### src/rtl/bcd_display_scheduler.sv
// rtl/bcd_display_scheduler.sv - shared binary-to-BCD converter sequencer with multiplexed 7-segment scan
// Converts one selected channel at a time and scans the captured 4-digit result with leading-zero blanking.
module bcd_display_scheduler #(
  parameter int NUM_CH      = 4,
  parameter int REFRESH_DIV = 50000,
  parameter int SETTLE      = 1
) (
  input  logic                      clk,
  input  logic                      rst_n,
  input  logic [NUM_CH*14-1:0]      ch_value,
  input  logic                      next_btn,
  output logic [13:0]               conv_bin,
  input  logic [15:0]               conv_bcd,
  output logic [$clog2(NUM_CH)-1:0] ch_idx,
  output logic                      busy,
  output logic                      overflow,
  output logic [3:0]                digit_an,
  output logic [3:0]                digit_bcd
);

  localparam int IW = $clog2(NUM_CH);
  localparam int RW = $clog2(REFRESH_DIV);
  localparam int SW = (SETTLE > 2) ? $clog2(SETTLE) : 1;
  localparam logic [13:0] BCD_MAX = 14'd9999;

  typedef enum logic [1:0] {S_IDLE, S_SETTLE, S_CAPTURE} state_t;

  state_t        state;
  logic [13:0]   ch_arr [NUM_CH];
  logic [IW-1:0] ch_idx_new;
  logic [13:0]   sel_val;
  logic          sel_ovf;
  logic          ovf_tmp;
  logic          pending;
  logic [SW-1:0] scnt;
  logic [15:0]   disp;
  logic [RW-1:0] rcnt;
  logic [1:0]    didx;
  logic          refresh_wrap;
  logic          frame_start;
  logic          trigger;
  logic          blank;

  for (genvar g = 0; g < NUM_CH; g++) begin : g_ch
    assign ch_arr[g] = ch_value[14*g +: 14];
  end

  // The conversion launched on a next_btn edge must already see the advanced index.
  always_comb begin
    ch_idx_new = ch_idx;
    if (next_btn) begin
      ch_idx_new = (ch_idx == IW'(NUM_CH - 1)) ? '0 : ch_idx + 1'b1;
    end
  end

  assign sel_val      = ch_arr[ch_idx_new];
  assign sel_ovf      = (sel_val > BCD_MAX);
  assign refresh_wrap = (rcnt == RW'(REFRESH_DIV - 1));
  assign frame_start  = refresh_wrap && (didx == 2'd3);
  assign trigger      = pending | frame_start | next_btn;

  always_ff @(posedge clk or negedge rst_n) begin
    if (!rst_n) begin
      state    <= S_IDLE;
      conv_bin <= '0;
      ch_idx   <= '0;
      busy     <= 1'b0;
      overflow <= 1'b0;
      ovf_tmp  <= 1'b0;
      pending  <= 1'b1;
      scnt     <= '0;
      disp     <= '0;
    end else begin
      if (next_btn) begin
        ch_idx <= ch_idx_new;
      end
      case (state)
        S_IDLE: begin
          if (trigger) begin
            conv_bin <= sel_ovf ? BCD_MAX : sel_val;
            ovf_tmp  <= sel_ovf;
            busy     <= 1'b1;
            pending  <= 1'b0;
            if (SETTLE == 0) begin
              state <= S_CAPTURE;
            end else begin
              state <= S_SETTLE;
              scnt  <= SW'(SETTLE > 0 ? SETTLE - 1 : 0);
            end
          end
        end
        S_SETTLE: begin
          if (next_btn || frame_start) begin
            pending <= 1'b1;
          end
          if (scnt == '0) begin
            state <= S_CAPTURE;
          end else begin
            scnt <= scnt - 1'b1;
          end
        end
        S_CAPTURE: begin
          if (next_btn || frame_start) begin
            pending <= 1'b1;
          end
          disp     <= conv_bcd;
          overflow <= ovf_tmp;
          busy     <= 1'b0;
          state    <= S_IDLE;
        end
        default: state <= S_IDLE;
      endcase
    end
  end

  // A digit is dark when it and every more-significant digit are zero; units always show.
  always_comb begin
    case (didx)
      2'd1:    blank = (disp[15:4] == 12'd0);
      2'd2:    blank = (disp[15:8] == 8'd0);
      2'd3:    blank = (disp[15:12] == 4'd0);
      default: blank = 1'b0;
    endcase
  end

  always_ff @(posedge clk or negedge rst_n) begin
    if (!rst_n) begin
      rcnt      <= '0;
      didx      <= 2'd0;
      digit_an  <= 4'b1111;
      digit_bcd <= 4'd0;
    end else begin
      digit_bcd <= disp[{didx, 2'b00} +: 4];
      digit_an  <= blank ? 4'b1111 : ~(4'b0001 << didx);
      if (refresh_wrap) begin
        rcnt <= '0;
        didx <= didx + 1'b1;
      end else begin
        rcnt <= rcnt + 1'b1;
      end
    end
  end

endmodule
### config.mk
export PLATFORM = sky130hd
export DESIGN_NAME = bcd_display_scheduler
export DESIGN_NICKNAME = d
export VERILOG_FILES = /design/src/rtl/bcd_display_scheduler.sv
export SDC_FILE = /design/constraint.sdc
export NUM_CORES = 1
export LEC_CHECK = 0
export CORE_ASPECT_RATIO = 1.2
export CORE_MARGIN = 3
export CORE_UTILIZATION = 43
export DETAILED_ROUTE_END_ITERATION = 12
export PLACE_DENSITY = 0.84
export RECOVER_POWER = 50
export REMOVE_ABC_BUFFERS = 1
export SLEW_MARGIN = 20
export SYNTH_ARGS = -nofsm -noshare
export SYNTH_HDL_FRONTEND = slang
export SYNTH_SLANG_ARGS = --single-unit
### constraint.sdc
create_clock -name clk -period 2.1 [get_ports clk]
set_input_delay 0.63 -clock clk [delete_from_list [all_inputs] [get_ports clk]]
set_output_delay 0.63 -clock clk [all_outputs]
set_load 0.02 [all_outputs]
# == Word level (Yosys, flattened, before mapping) ==
# Index checks and enable logic that the tools add are counted.
# totals
register_bits,65
out_inout_bits,26
elab_cells,69
# classes
n_addsub,4
order_cmp,2
eq_ne,10
shifts,2
mux,19
bitwise_logic,4
reduce_logical,15
# ops
cell,count
2-to-1 mux 14 bit,3
binary-select mux 14 bit (select 2 bit),1
"adder 16 x 1 -> 16 bit, second input constant",1
"equality test 16 bit, second input constant",1
2-to-1 mux 16 bit,1
variable part select 16 x 5 -> 4 bit,1
"> comparator 14 bit, second input constant",1
zero test 12 bit,1
"equality test 2 bit, second input constant",4
zero test 8 bit,1
2-to-1 mux 2 bit,4
AND reduction 2 bit,4
one-hot mux 1 bit (2 select lines),3
nonzero test 2 bit,3
"adder 2 x 1 -> 2 bit, second input constant",2
"equality test 2 x 1 -> 1 bit, second input constant",2
zero test 4 bit,1
2-to-1 mux 1 bit,4
2-to-1 mux 4 bit,1
"inequality test 2 bit, second input constant",2
inverter 4 bit,1
one-hot mux 2 bit (2 select lines),1
"<< shifter 1 x 2 -> 4 bit, first input constant",1
"greater-or-equal comparator 3 bit, second input constant",1
other kinds (10),11

# == Depth between registers and ports, before layout ==
# Gate-level depths: netlist of the first run.
# logic_depth
depth_word,9
depth_mapped,9
ltp_nobuf,7

# == Worst setup path before layout of the first run ==
# Ideal clock, no wire load.
# synth_path
path_type,reg-to-reg
startpoint,reg ch_idx[0]
endpoint,reg conv_bin[10]
setup_ps,127
arrival_ps,2157
required_time_ps,1973
path_slack_ps,-184
stages_incl_launch_ff,9
n_path_buf,1
path_cell_list,dfrtp_1 ha_1 nand2b_1 mux2_4 inv_2 buf_4 mux4_2 a211oi_1 a21oi_1
# synth_between
elab_chain_cells,9
word_cells_on_any_way,10
# synth_rtl
item,line_no,source
"start, declared",14,"output logic [$clog2(NUM_CH)-1:0] ch_idx,"
"start signal, assigned",75,ch_idx <= ch_idx_new;
adder 2 x 1 -> 2 bit or equality test 2 bit (tied branches),52,ch_idx_new = (ch_idx == IW'(NUM_CH - 1)) ? '0 : ch_idx + 1'b1;
2-to-1 mux 2 bit,52,
2-to-1 mux 2 bit *,51,if (next_btn) begin
inverter 2 -> 3 bit (not written as such) *,56,assign sel_val = ch_arr[ch_idx_new];
binary-select mux 14 bit (select 2 bit) *,56,
2-to-1 mux 14 bit (not written as such) * (2 in series),56,
> comparator 14 bit,57,assign sel_ovf = (sel_val > BCD_MAX);
2-to-1 mux 14 bit *,80,conv_bin <= sel_ovf ? BCD_MAX : sel_val;
"end signal, assigned",80,
"end, declared",12,"output logic [13:0] conv_bin,"
# Mark *: on every way between the ends. The rest lies on a longest branch, timed or not. The select of a mux whose other input is x is not followed.
# A chain may end at the register's enable or synchronous reset.

# == Worst setup path in the final report of the first run ==
# layout_path
startpoint,in next_btn
endpoint,reg conv_bin[12]
# layout_between
elab_chain_cells,7
word_cells_on_any_way,9
# layout_rtl
item,line_no,source
"start, declared",11,"input logic next_btn,"
2-to-1 mux 2 bit,51,
inverter 2 -> 3 bit (not written as such),56,
binary-select mux 14 bit (select 2 bit),56,
2-to-1 mux 14 bit (not written as such) (2 in series),56,
> comparator 14 bit,57,
2-to-1 mux 14 bit,80,
# Several ways; a longest one is shown, not always the timed one. The select of a mux whose other input is x is not followed.

==> metrics.md, run 1 <==
| Metric | Value |
|---|---|
| Area growth syn-to-layout | 48.0% |
| Hold Worst Slack | between 0.4 and 0.5 ns |
| Post-layout nets | just under 500 |
| Sequential power share | about a third |
| Failing checks | capacitance limit, slew limit, setup timing |
| Worst-Margin Slew | 1.55 ns |
| Vias in the first global route | between 2000 and 3000 |
| Place WS | -0.659 ns |
| Final worst-path cycle share | 102% |
| Final instance area | about 4900 um2 |
| CTS tree | done |
| Type of the worst min-delay path | reg -> reg |
| Routed Antenna Nets | 0 |
| Cell area after synthesis | 3320 um2 |
| Initial detailed-routing violation count | 94 |
| # diodes | 0 |
| Unrepaired setup endpoints after global routing | yes |
| Post-Syn Instances | 261 |
| Leak | ~2.2 nW |
| Combinational family with the most area after synthesis | multiplexers |
| Clk sinks | 64 |
| Die Width | about 86 um |
| Total Neg Setup Slack | -0.190 ns |
| Dominant cell type by area after synthesis | dfrtp_1 |
| Most frequent cells in the layout | clkdlybuf4s50_1 (93), dfrtp_1 (59), buf_4 (35), mux2_2 (22) |
| Kind of end point of the critical path | flip-flop |
| Post-synth EDFFs | 0 |
| Initial antenna violation count | 0 |
| Max Fclk | 468 MHz |
| Sequential area share after synthesis | roughly 48% |
| Placer Congestion | 0.843 |
| Vias | around 2700 |
| Placed Cells | between 400 and 500 |
| Global-route usage over all layers | approximately a fifth |
| Synth Register Bits | 64 |
| Worst setup skew after layout | ~0.006 ns |
| Cts bufs inserted | 9 |
| Switch share | 34.7% |
| Cells along the critical path | dlygate4sd2_1 > mux2_2 > mux2i_1 > a2111o_1 > and3_4 > a21oi_2 |
| Clock Root Buffer | clkbuf_8 |
| Nature of the critical path startpoint | input port |
| Fin cells | roughly 500 |
| Routed length per placed instance | between 15 and 20 um |
| GR Overflow Total | 0 |
| H-tree Lvls | 3 |
| Sw Pwr | between 0.0015 and 0.002 W |
| Hold Violations, Final | 0 |
| DRC | 0 |
| Synth Area in Compound Gates | under 10% |
| CORE AREA | roughly 7400 um2 |
| Int Pwr | roughly 0.0036 W |
| Worst-path clk slew | 0.06 ns |
| Asr flop ratio synth | 100% |
| Placed inst area | between 4000 and 5000 um2 |
| CTS max path bufs | 2 |
| Worst Path Required | roughly 2.4 ns |
| Clock power frac | between 10% and 20% |
| Final setup viols | 7 |
| Die area | 8820 um2 |
| Top cells by area, synth | dfrtp_1 (44%), mux4_2 (12%), mux2_2 (7.5%), mux2i_1 (4.5%), ha_1 (4.1%) |
| Final Max Tran Viols | 65 |
| WL final | 8.18 mm |
| CTS Hold Bufs | 0 |
| Synth Area in Adders | under 10% |
| Placement row count | 34 |
| Largest net degree at the start of global routing | 65 |
| Rel. slew slack | -3.20% |
| Via density | 5.46 |
| Top-area cell type share of the netlist area | around 44% |
| Setup CP Type | in -> reg |
| Io pins | roughly 100 |
| Synth Warn # | 0 |
| Simple-Gate Fraction of Synth Area | between 10% and 20% |
| Minimum clock period | 2.14 ns |
| Mux contribution to synthesized area | roughly a quarter |
| Post-detail-place hpwl | 6.19 mm |
| Detailed Routing Iterations Pass 1 | 4 |
| CP max FO | 9 |
| Die Ht | roughly 100 um |
| Slowest CP cell | mux2_2 |
| Yosys cell types | 36 |
| IO Port Bufs | 100 |
| Maxcap violations | 1 |
| Combinational share of power | between 40 and 50% |
| Initial Util | 45.2% |
| Crit path arrival time | approximately 2.4 ns |
| Synth Area in XOR/XNOR | under 10% |
| Critical path buffers and inverters | 1 |
| Peak VDD IR | approximately 0.00088 V |
| Crit-path max cell delay | ~0.47 ns |
| PwrDens | around 1100 nW/um2 |
| Synth Flop Type | dfrtp_1 |
| Most common cell after layout, fill and taps aside | clkdlybuf4s50_1 |
| Layout cells sized above 1 | between 20% and 30% |
| Worst path top cell family by delay | multiplexers |
| Worst setup margin | -0.0373 ns |
| Skew-Pair Late Insertion Delay | roughly 0.33 ns |
| Status | finished, violations left |
| Syn Area/Cell | about 13 um2 |
| Global-route wire length before repair | roughly 14 mm |
==> flip-flops by register name, indices dropped and copies added, names as in the netlist <==
name	flops
rcnt	16
ch_idx	2
disp	16
didx	2
conv_bin	14
pending	1
ovf_tmp	1
digit_an	4
state	2
busy	1
digit_bcd	4
overflow	1
==> cell families after synthesis <==
| logic type | after synthesis |
|---|---|
| adders and majority gates | 11 |
| buffers and inverters | 19 |
| xor gates and xnor gates | 12 |
| DFF | 64 |
| and+or+nand+nor | 69 |
| muxes | 56 |
| AOI/OAI and AO/OA | 30 |
==> cells in the mapped netlist, types with 3 or more instances <==
master,count
dfrtp_1,59
mux2_2,22
nor2_1,19
mux4_2,18
mux2i_1,15
nand3_1,12
ha_1,11
nand2_1,11
a21oi_1,10
inv_1,9
nor3_1,9
o21ai_0,7
xor2_1,7
nor4_1,6
o21ai_1,6
dfstp_2,5
xnor2_1,5
clkbuf_1,4
buf_6,3
nand4_1,3
==> timing repair <==
action	in CTS	in global routing
pin swaps	5	5
buffers inserted	0	2
resized for setup	14	11
setup endpoints to repair	15	20
==> area by class of cell <==
cell class              instances  area (um2)
fillers                       556        2440
multi-input cells             178        1690
flip-flops and latches         64        1610
repair buffers                138        1290
clock buffers                  14         173
well taps                      90         113
inverters                      10        42.5
==> power groups by stage <==
stage / Sequential, W / Clock, W / Combinational [W]
4_1_cts: 0.00191 / 0.000963 / 0.00266
3_3_place_gp: 0.00191 / 0 / 0.00246
5_1_grt: 0.00196 / 0.00102 / 0.00289
2_1_floorplan: 0.00210 / 0 / 0.00126
6_report: 0.00191 / 0.000945 / 0.00269
3_5_place_dp: 0.00192 / 0 / 0.00255
==> per-layer routing <==
layer / GRT usage [%] / vias up / routed length (um)
met5: 0 / - / 0
met4: 7.31 / 0 / 143
met3: 5.24 / 16 / 556
met2: 36.9 / 101 / 4460
met1: 21.1 / 1341 / 3020
li1: - / 1240 / -
==> through the flow <==
stage	power, W	utilization, %
floorplan	0.00336	-
global placement	0.00437	63.3
detailed placement	0.00448	63.3
CTS	0.00554	66.3
global route	0.00587	66.8
finish	0.00554	66.8
==> path summary, 6_finish.rpt <==
kind / cells after the start / endpoint / start / slack, ns
hold / removal: 1 / rcnt[0] / rcnt[0] / 0.49
setup reg to reg: 8 / conv_bin[10] / rcnt[11] / -0.03
min in group asynchronous: 2 / digit_bcd[3] / rst_n / 0.77
hold reg to reg: 1 / rcnt[0] / rcnt[0] / 0.49
max in group asynchronous: 2 / rcnt[10] / rst_n / 0.41
setup / recovery: 6 / conv_bin[12] / next_btn / -0.04
Note: power is estimated with default switching activity, not from simulation.
==> run 2: changes to the inputs <==
Settings changed: CTS_CLUSTER_SIZE set to 8.
==> results of run 2 <==
The final DEF is identical to that of run 1; final timing and power are the same.
==> run 3: changes to the inputs <==
Settings changed: GPL_TIMING_DRIVEN set to 0, SKIP_LAST_GASP set to 1.
==> run 3 against run 2 <==
Compared with the run above:
- the flow finishes with violations (setup timing)
- register-to-register slack is essentially flat
- clock power is 9% higher
- count of clock-buffer cells in the layout decreased by 3
- final cell count is 1.8% lower
- sequential power about the same
- via count down 1.4%
- critical path depth is 1 higher
- clock skew grew 0.0050 ns
- largest cell class unchanged
- worst setup slack improved by 0.0020 ns
- hold slack worse by 0.34 ns
- flip-flop and latch count stayed put
==> metrics.md, run 3 (synthesis gave the netlist of run 1 again) <==
| Metric | Value |
|---|---|
| Largest net degree at the start of global routing | 60 (-7.7%) |
| Kind of end point of the critical path | flip-flop |
| Die area | 8820 um2 (unchanged) |
| Sw Pwr | 0.00204 W (+6.1%) |
| Final setup viols | 8 (+1) |
| PnR Total Power | 0.00576 W (+4.0%) |
| Worst-Margin Slew | 1.25 ns (-0.303 ns) |
| Initial detailed-routing violation count | 70 (-26%) |
| Hold Violations, Final | 0 (unchanged) |
| Placer Congestion | 0.821 (-2.6%) |
| PwrDens | 1170 nW/um2 (+3.8%) |
| WL final | 8.38 mm (+2.4%) |
| Crit path arrival time | 2.40 ns (about the same) |
| Global-route usage over all layers | 19.3% (-0.42 points) |
| Fin cells | 485 (-1.8%) |
| Vias | 2661 (-1.4%) |
| H-tree Lvls | 3 (unchanged) |
| # diodes | 0 (unchanged) |
| Placement row count | 34 (unchanged) |
| Clock Root Buffer | clkbuf_8 |
| Initial Util | 45.2% (unchanged) |
| Rel. slew slack | 17.0% (+20 points) |
| CTS tree | done |
| Clock power frac | 17.8% (+0.7 points) |
| Area growth syn-to-layout | 48.4% |
| Initial antenna violation count | 0 (unchanged) |
| Leak | 2.11 nW (-2.3%) |
| Routed length per placed instance | 17.3 um (+4.3%) |
| Worst-path clk slew | 0.08 ns (+0.02 ns) |
| Global-route wire length before repair | 13.0 mm (-3.6%) |
| Worst Path Required | 2.37 ns (about the same) |
| Minimum clock period | 2.14 ns (-0.00198 ns) |
| Critical R2R Capture | conv_bin[7] |
| Worst setup skew after layout | 0.0111 ns (+0.00505 ns) |
| Placed Cells | 444 (-7.1%) |
| Cts bufs inserted | 9 (unchanged) |
| CP max FO | 6 (-3) |
| Clk sinks | 64 (unchanged) |
| CORE AREA | 7360 um2 (unchanged) |
| Vias in the first global route | 2801 (-6.1%) |
| GR Overflow Total | 0 (unchanged) |
| Type of the worst min-delay path | in -> async |
| Die Ht | 102 um (unchanged) |
| Peak VDD IR | 0.000686 V (-22%) |
| Int Pwr | 0.00373 W (+2.9%) |
| Hold Worst Slack | 0.153 ns (-0.341 ns) |
| Worst setup margin | -0.0353 ns (+0.00198 ns) |
| Maxcap violations | 0 (-1) |
| Final Max Tran Viols | 0 (-100%) |
| Routed Antenna Nets | 0 (unchanged) |
| Most common cell after layout, fill and taps aside | clkdlybuf4s50_1 |
| CTS max path bufs | 2 (unchanged) |
| Place WS | -1.04 ns (-0.383 ns) |
| Status | finished, violations left |
| Post-detail-place hpwl | 5.74 mm (-7.2%) |
| Most frequent cells in the layout | clkdlybuf4s50_1 (92), dfrtp_1 (57), mux2_2 (22), buf_4 (21) |
| Switch share | 35.4% (+0.69 points) |
| Die Width | 86.3 um (unchanged) |
| Detailed Routing Iterations Pass 1 | 4 (unchanged) |
| Layout cells sized above 1 | 28.1% (-0.12 points) |
| Sequential power share | 33.2% (-1.3 points) |
| Skew-Pair Late Insertion Delay | 0.35 ns (+0.02 ns) |
| DRC | 0 (unchanged) |
| Failing checks | setup timing |
| IO Port Bufs | 100 (unchanged) |
| Via density | 5.49 (+0.46%) |
| Unrepaired setup endpoints after global routing | yes |
| Post-layout nets | 476 (-2.3%) |
| Biggest regs | disp x16, rcnt x16, conv_bin x14 |
| Nature of the critical path startpoint | flip-flop |
| Reg2reg setup slack | -0.04 ns (about the same) |
| Final worst-path cycle share | 102% (about the same) |
| Worst R2R Path Depth | 7 (-1) |
| Setup CP Type | reg -> reg |
| Max Fclk | 468 MHz (about the same) |
| Combinational share of power | 48.9% (+0.4 points) |
| Io pins | 101 (unchanged) |
| CTS Hold Bufs | 0 (unchanged) |
| Reg2reg start | ch_idx[1] |
## run 3: power groups by stage
stage | Sequential, W | Clock (W) | Combinational (W)
global route | 0.00198 | 0.00110 | 0.00303
floorplan | 0.00210 | 0 | 0.00126
global placement | 0.00190 | 0 | 0.00229
finish | 0.00192 | 0.00103 | 0.00282
detailed placement | 0.00192 | 0 | 0.00239
CTS | 0.00191 | 0.00105 | 0.00267
## run 3: final cells by class
type,instances,area [um2]
clock buffers,11,131
clock inverters,5,57.6
fillers,537,2430
inverters,10,45.0
multi-input cells,179,1730
flip-flops and latches,64,1610
well taps,90,113
repair buffers,126,1240
## run 3: worst max path at each step
stage / start / to / slack, ns / depth (start not counted)
global route: ch_idx[1] / conv_bin[7] / -0.12 / 7
CTS: ch_idx[0] / conv_bin[7] / -0.004 / 7
floorplan: didx[0] / conv_bin[13] / -0.54 / 5
global placement: rst_n / conv_bin[11] / -1.59 / 1
detailed placement: next_btn / ovf_tmp / -1.04 / 7
finish: ch_idx[1] / conv_bin[7] / -0.04 / 7
## run 3: worst max-delay path, cell delays in order, from the launching register on
cell	delay [ns]
dfrtp_1	0.40
ha_2	0.18
nand2b_4	0.13
mux2_4	0.31
inv_8	0.10
mux4_2	0.57
and3_4	0.22
a21oi_2	0.13
## run 3: repair_timing
action / 4_1_cts / 5_1_grt
gates cloned: 0 / 2
gates resized for setup: 27 / 11
buffers inserted: 8 / 15
pin swaps: 8 / 7
endpoints found under the setup margin: 18 / 23
hold endpoints to repair: 0 / 0
## run 3: layer usage
metal	vias up	GRT usage [%]	part of all wire (%)
met5	-	0	0
met4	0	9.35	3.1
met3	22	5.48	6.9
met2	106	35.5	55
met1	1309	19.9	35
li1	1224	-	-
## run 3: through the flow
step | util (%) | setup TNS [ns] | instance area, um2
after detailed placement | 60.1 | -15.40 | 4420
after global routing | 67.0 | -0.950 | 4930
after CTS | 64.7 | -0.00375 | 4760
final | 67.0 | -0.117 | 4930
after floorplan | - | -7.03 | 3260
after global placement | 59.5 | -116.50 | 4380
